`config.mk`:
```
export PLATFORM = sky130hd
export DESIGN_NAME = uart_rx
export DESIGN_NICKNAME = d
export VERILOG_FILES = /design/src/rtl/uart_rx.sv
export SDC_FILE = /design/constraint.sdc
export NUM_CORES = 1
export LEC_CHECK = 0
export CORE_MARGIN = 4
export CORE_UTILIZATION = 40
export CTS_BUF_LIST = sky130_fd_sc_hd__clkbuf_4 sky130_fd_sc_hd__clkbuf_8
export CTS_CLUSTER_DIAMETER = 100
export CTS_CLUSTER_SIZE = 12
export DETAILED_ROUTE_END_ITERATION = 8
export HOLD_SLACK_MARGIN = 0.05
export SYNTH_ARGS = -nofsm -noshare
export SYNTH_HDL_FRONTEND = slang
export SYNTH_SLANG_ARGS = --single-unit
```
`constraint.sdc`:
```
create_clock -name clk -period 3.6 [get_ports clk]
set_input_delay 0.72 -clock clk [delete_from_list [all_inputs] [get_ports clk]]
set_output_delay 0.72 -clock clk [all_outputs]
set_load 0.1 [all_outputs]
```
`src/rtl/uart_rx.sv`:
```
// 8N1 UART receiver: 2-flop input synchronizer, mid-bit sampling FSM and a
// one-entry holding register with valid/ready handshake.
`timescale 1ns/1ps

module uart_rx #(
   parameter int CLKS_PER_BIT = 1
) (
   input  logic       clk,
   input  logic       rst_n,
   input  logic       rx,
   input  logic       rx_ready,
   output logic [7:0] rx_data,
   output logic       rx_valid,
   output logic       busy,
   output logic       frame_err,
   output logic       overrun
);

   // state | meaning
   // IDLE  | line idle, waiting for rx_s low
   // START | counting to mid start bit to confirm it is not a glitch
   // DATA  | sampling 8 data bits, LSB first, one per CLKS_PER_BIT clocks
   // STOP  | waiting for mid stop bit, then deliver / flag the byte

   localparam int HALF  = (CLKS_PER_BIT - 1) / 2;
   localparam int CNT_W = (CLKS_PER_BIT > 1) ? $clog2(CLKS_PER_BIT) : 1;
   localparam logic [CNT_W-1:0] CNT_HALF = CNT_W'(HALF);
   localparam logic [CNT_W-1:0] CNT_LAST = CNT_W'(CLKS_PER_BIT - 1);

   typedef enum logic [1:0] {
      IDLE  = 2'd0,
      START = 2'd1,
      DATA  = 2'd2,
      STOP  = 2'd3
   } state_t;

   state_t           state;
   logic [CNT_W-1:0] cnt;
   logic [2:0]       bit_idx;
   logic [7:0]       shift_reg;
   logic             rx_meta;
   logic             rx_s;

   // Synchronizer flops reset high so an idle line never looks like a start bit.
   always_ff @(posedge clk or negedge rst_n) begin
      if (!rst_n) begin
         rx_meta <= 1'b1;
         rx_s    <= 1'b1;
      end else begin
         rx_meta <= rx;
         rx_s    <= rx_meta;
      end
   end

   always_ff @(posedge clk or negedge rst_n) begin
      if (!rst_n) begin
         state     <= IDLE;
         cnt       <= '0;
         bit_idx   <= '0;
         shift_reg <= '0;
         rx_data   <= '0;
         rx_valid  <= 1'b0;
         busy      <= 1'b0;
         frame_err <= 1'b0;
         overrun   <= 1'b0;
      end else begin
         frame_err <= 1'b0;
         overrun   <= 1'b0;
         if (rx_valid && rx_ready)
            rx_valid <= 1'b0;

         case (state)
            IDLE: begin
               if (!rx_s) begin
                  busy <= 1'b1;
                  if (HALF == 0) begin
                     state   <= DATA;
                     cnt     <= '0;
                     bit_idx <= '0;
                  end else begin
                     state <= START;
                     cnt   <= CNT_W'(1);
                  end
               end
            end

            START: begin
               if (cnt == CNT_HALF) begin
                  cnt <= '0;
                  if (!rx_s) begin
                     state   <= DATA;
                     bit_idx <= '0;
                  end else begin
                     state <= IDLE;
                     busy  <= 1'b0;
                  end
               end else begin
                  cnt <= cnt + 1'b1;
               end
            end

            DATA: begin
               if (cnt == CNT_LAST) begin
                  shift_reg[bit_idx] <= rx_s;
                  cnt                <= '0;
                  bit_idx            <= bit_idx + 1'b1;
                  if (bit_idx == 3'd7)
                     state <= STOP;
               end else begin
                  cnt <= cnt + 1'b1;
               end
            end

            STOP: begin
               if (cnt == CNT_LAST) begin
                  state <= IDLE;
                  busy  <= 1'b0;
                  cnt   <= '0;
                  // A full, unaccepted holding register wins: the new byte is dropped.
                  if (rx_s) begin
                     if (!rx_valid || rx_ready) begin
                        rx_data  <= shift_reg;
                        rx_valid <= 1'b1;
                     end else begin
                        overrun <= 1'b1;
                     end
                  end else begin
                     frame_err <= 1'b1;
                  end
               end else begin
                  cnt <= cnt + 1'b1;
               end
            end

            default: begin
               state <= IDLE;
               busy  <= 1'b0;
               cnt   <= '0;
            end
         endcase
      end
   end

endmodule

```
==> out/qor.log <==
INFO  synth          ys_async_sr_fraction=1.000
INFO  synth          synth_top_area_frac=0.5556
INFO  worst_setup_path rrSetupSlack=2.05ns
INFO  synth          yosys_warnings=0
INFO  synth          synth.lib_cells_used.distinct=25
INFO  synth          mappedNetlistArea=1126um2
INFO  worst_setup_path critical_path.max_fanout=3
INFO  cts            postCtsSetupBuffers=0
INFO  cts            htreeDepth=1
INFO  grt            use_met3=0.04403
INFO  synth          netlist_top_cells_area=dfrtp_1, mux2_4, dfstp_2
INFO  placement      total_placed_cells_including_tap_cells=123
INFO  grt            grt-ovfl-total=0
INFO  worst_setup_path critical-path-top-delay-family=buffers and inverters
INFO  route          detailroute.via_count=635
INFO  placement      hpwl=1.167mm
INFO  sta            timing.setup.tns=0ns
INFO  sta            hold_viol=0
INFO  cts            later_pin_clock_latency_in_the_skew_report=0.32ns
INFO  route          wl_per_cell=13.19um
INFO  worst_setup_path critical_path.endpoint_type=output port
INFO  sta            timing.final.crit_share=0.7164
INFO  layout         nNetsFinal=104
INFO  sta            layout_min_cycle_time=2.579ns
INFO  cts            cts.root.buffer_cell=clkbuf_4
INFO  grt            first_global_vias=631
INFO  die            initial_cell_density_of_the_core=0.4348
INFO  cts            cts_resized=0
INFO  die            floorplan.die_area=3728um2
INFO  sta            max_slew.worst_pin.slew=0.9739ns
INFO  sta            max_freq=387.7MHz
INFO  die            number_of_standard_cell_rows_in_the_floorplan=18
INFO  route          postRouteAntennaNets=0
INFO  job            max-cap-violations=0
INFO  worst_setup_path rr_startpoint=rx_s
INFO  die            dieHeight=61.06um
INFO  min_path       worstHoldEndpoint=rx_s
INFO  die            die_w=61.06um
INFO  placement      buffer_ports.inserted=15
INFO  route          detail_route.first_pass.iterations=4
INFO  synth          synthDominantAreaCellType=dfrtp_1
INFO  worst_setup_path worstPathArrival=1.86ns
INFO  synth          postSynthAreaPerCell=14.08um2
INFO  synth          synth_sequential_area_ratio=0.6022
INFO  layout         n_antenna_cell=0
INFO  die            coreArea=2590um2
INFO  grt            grt_antenna_before_repair=0
INFO  worst_setup_path worstReg2RegEnd=rx_data[7]
INFO  synth          synth_seq_cells=27
INFO  synth          postSynth.topFlopCell=dfrtp_1
INFO  cts            tritoncts=yes
INFO  die            io_pins=16
INFO  min_path       min_path_type=reg -> reg
INFO  grt            busiest_layer=met2
INFO  grt            grt_start_max_net_pins=28
INFO  route          post-route-drc-count=0
INFO  cts            numCtsBuffers=3
INFO  synth          synth_most_common_cell=dfrtp_1
INFO  grt            globalRouteTotalUtil=0.1095
INFO  route          dr.first_iter.drc_count=14
INFO  grt            global_route_met2_usage=0.1677
INFO  cts            maximum_number_of_buffers_from_clock_root_to_sink=2
INFO  sta            timing.slew.headroom=0.3487
INFO  cts            cts.hold.buffers_added=0
INFO  grt            groute.layer.met1.usage=0.1413
INFO  synth          postSynthCellCount=80
INFO  min_path       min_from=rx_meta
INFO  worst_setup_path number_of_cells_on_the_worst_reg_to_reg_path=4
INFO  sta            rsz0062_at_grt=false
INFO  synth          synth_top_cells_by_count=dfrtp_1, mux2_4, nand2_1, nor2_1, mux2_2
INFO  cts            cts.sink_count=27
INFO  worst_setup_path critical_path_required=2.88ns
INFO  grt            wire_length_of_the_first_global_routing_pass=2.932mm
INFO  worst_setup_path highest_cell_delay_on_the_worst_timing_path=1.14ns
INFO  sta            maxSlewViolCount=0
INFO  worst_setup_path cp-start-kind=register
INFO  synth          syn-num-nets=86
INFO  run_status     outcome=finished, final reports clean
INFO  worst_setup_path worstSetupPathType=reg -> out
INFO  min_path       timing.hold.worst_path_depth=0
INFO  worst_setup_path path_cells=clkdlybuf4s50_1
INFO  layout         final_layout_size_suffix_gt1_frac=0.2474
INFO  placement      gp_congestion=0.7210
INFO  worst_setup_path critPathBufInv=1
INFO  layout         flow.area_growth_from_synthesis=18.33%
INFO  sta            finClkSkew=0.006158ns
INFO  synth          synth_enable_flop_cells=0
INFO  worst_setup_path crit_path_top_delay_cell=clkdlybuf4s50_1
INFO  route          wire_length_after_detailed_routing=1.675mm
INFO  cts            clk_transition_reported_paths=0.14ns
INFO  route          post_drt_via_cell_ratio=5.000
INFO  sta            endpoints_failing_setup=0
INFO  layout         final-instance-count-excl-fill=127
INFO  worst_setup_path critical_path_depth=1
final cells by class:
type                       instances  area (um2)
multi-input combinational         47       414.1
timing repair buffer              17       165.2
tap                               30       37.54
fill                             227        1257
sequential                        27       678.2
inverter                           2       7.507
clock buffer                       4       30.03
how the worst max path moves through the flow:
stage                            end     start  slack [ns]
after floorplan           rx_data[0]  rx_valid        1.81
after global placement          busy      busy        1.40
after detailed placement        busy      busy        1.38
after CTS                       busy      busy         1.0
after global routing            busy      busy        0.96
final                           busy      busy        1.02
per-stage QoR:
step | hold slack (ns) | utilization | cell area, um2 | setup WS (ns)
2_1_floorplan | 0.3452 | - | 1126 | 1.808
3_3_place_gp | 0.3469 | 0.5029 | 1303 | 1.405
3_5_place_dp | 0.3479 | 0.5029 | 1303 | 1.377
4_1_cts | 0.3674 | 0.5145 | 1333 | 0.9968
5_1_grt | 0.3751 | 0.5145 | 1333 | 0.9617
6_report | 0.3654 | 0.5145 | 1333 | 1.021
placed cells by master (no fill, tap or decap), types with 2 or more instances in the layout:
| master | count |
|---|---|
| dfrtp_1 | 25 |
| clkdlybuf4s50_1 | 15 |
| mux2_4 | 8 |
| nor2_1 | 5 |
| nand2_1 | 5 |
| mux2_2 | 4 |
| clkbuf_4 | 4 |
| o21ai_0 | 3 |
| nand3b_1 | 3 |
| mux2_1 | 3 |
| nand3_1 | 2 |
| inv_1 | 2 |
| a22o_1 | 2 |
| ha_1 | 2 |
| buf_4 | 2 |
| dfstp_2 | 2 |
metal layers:
layer	up-vias	wire (um)
met1	313	811
met3	2	75
met4	0	16
met5	-	0
li1	309	-
met2	11	772
cells by family after synthesis:
logic type,count (synthesis),share of synthesized area
buffers and inverters,6,0.03000
adders and majority gates,2,0.02222
muxes,15,0.1767
AOI/OAI and AO/OA,7,0.04334
DFF,27,0.6022
and+or+nand+nor,23,0.1256
Power is left out: the tool's default activity adds up to more than one toggle a clock period on the data nets, which glitch-free logic cannot reach.
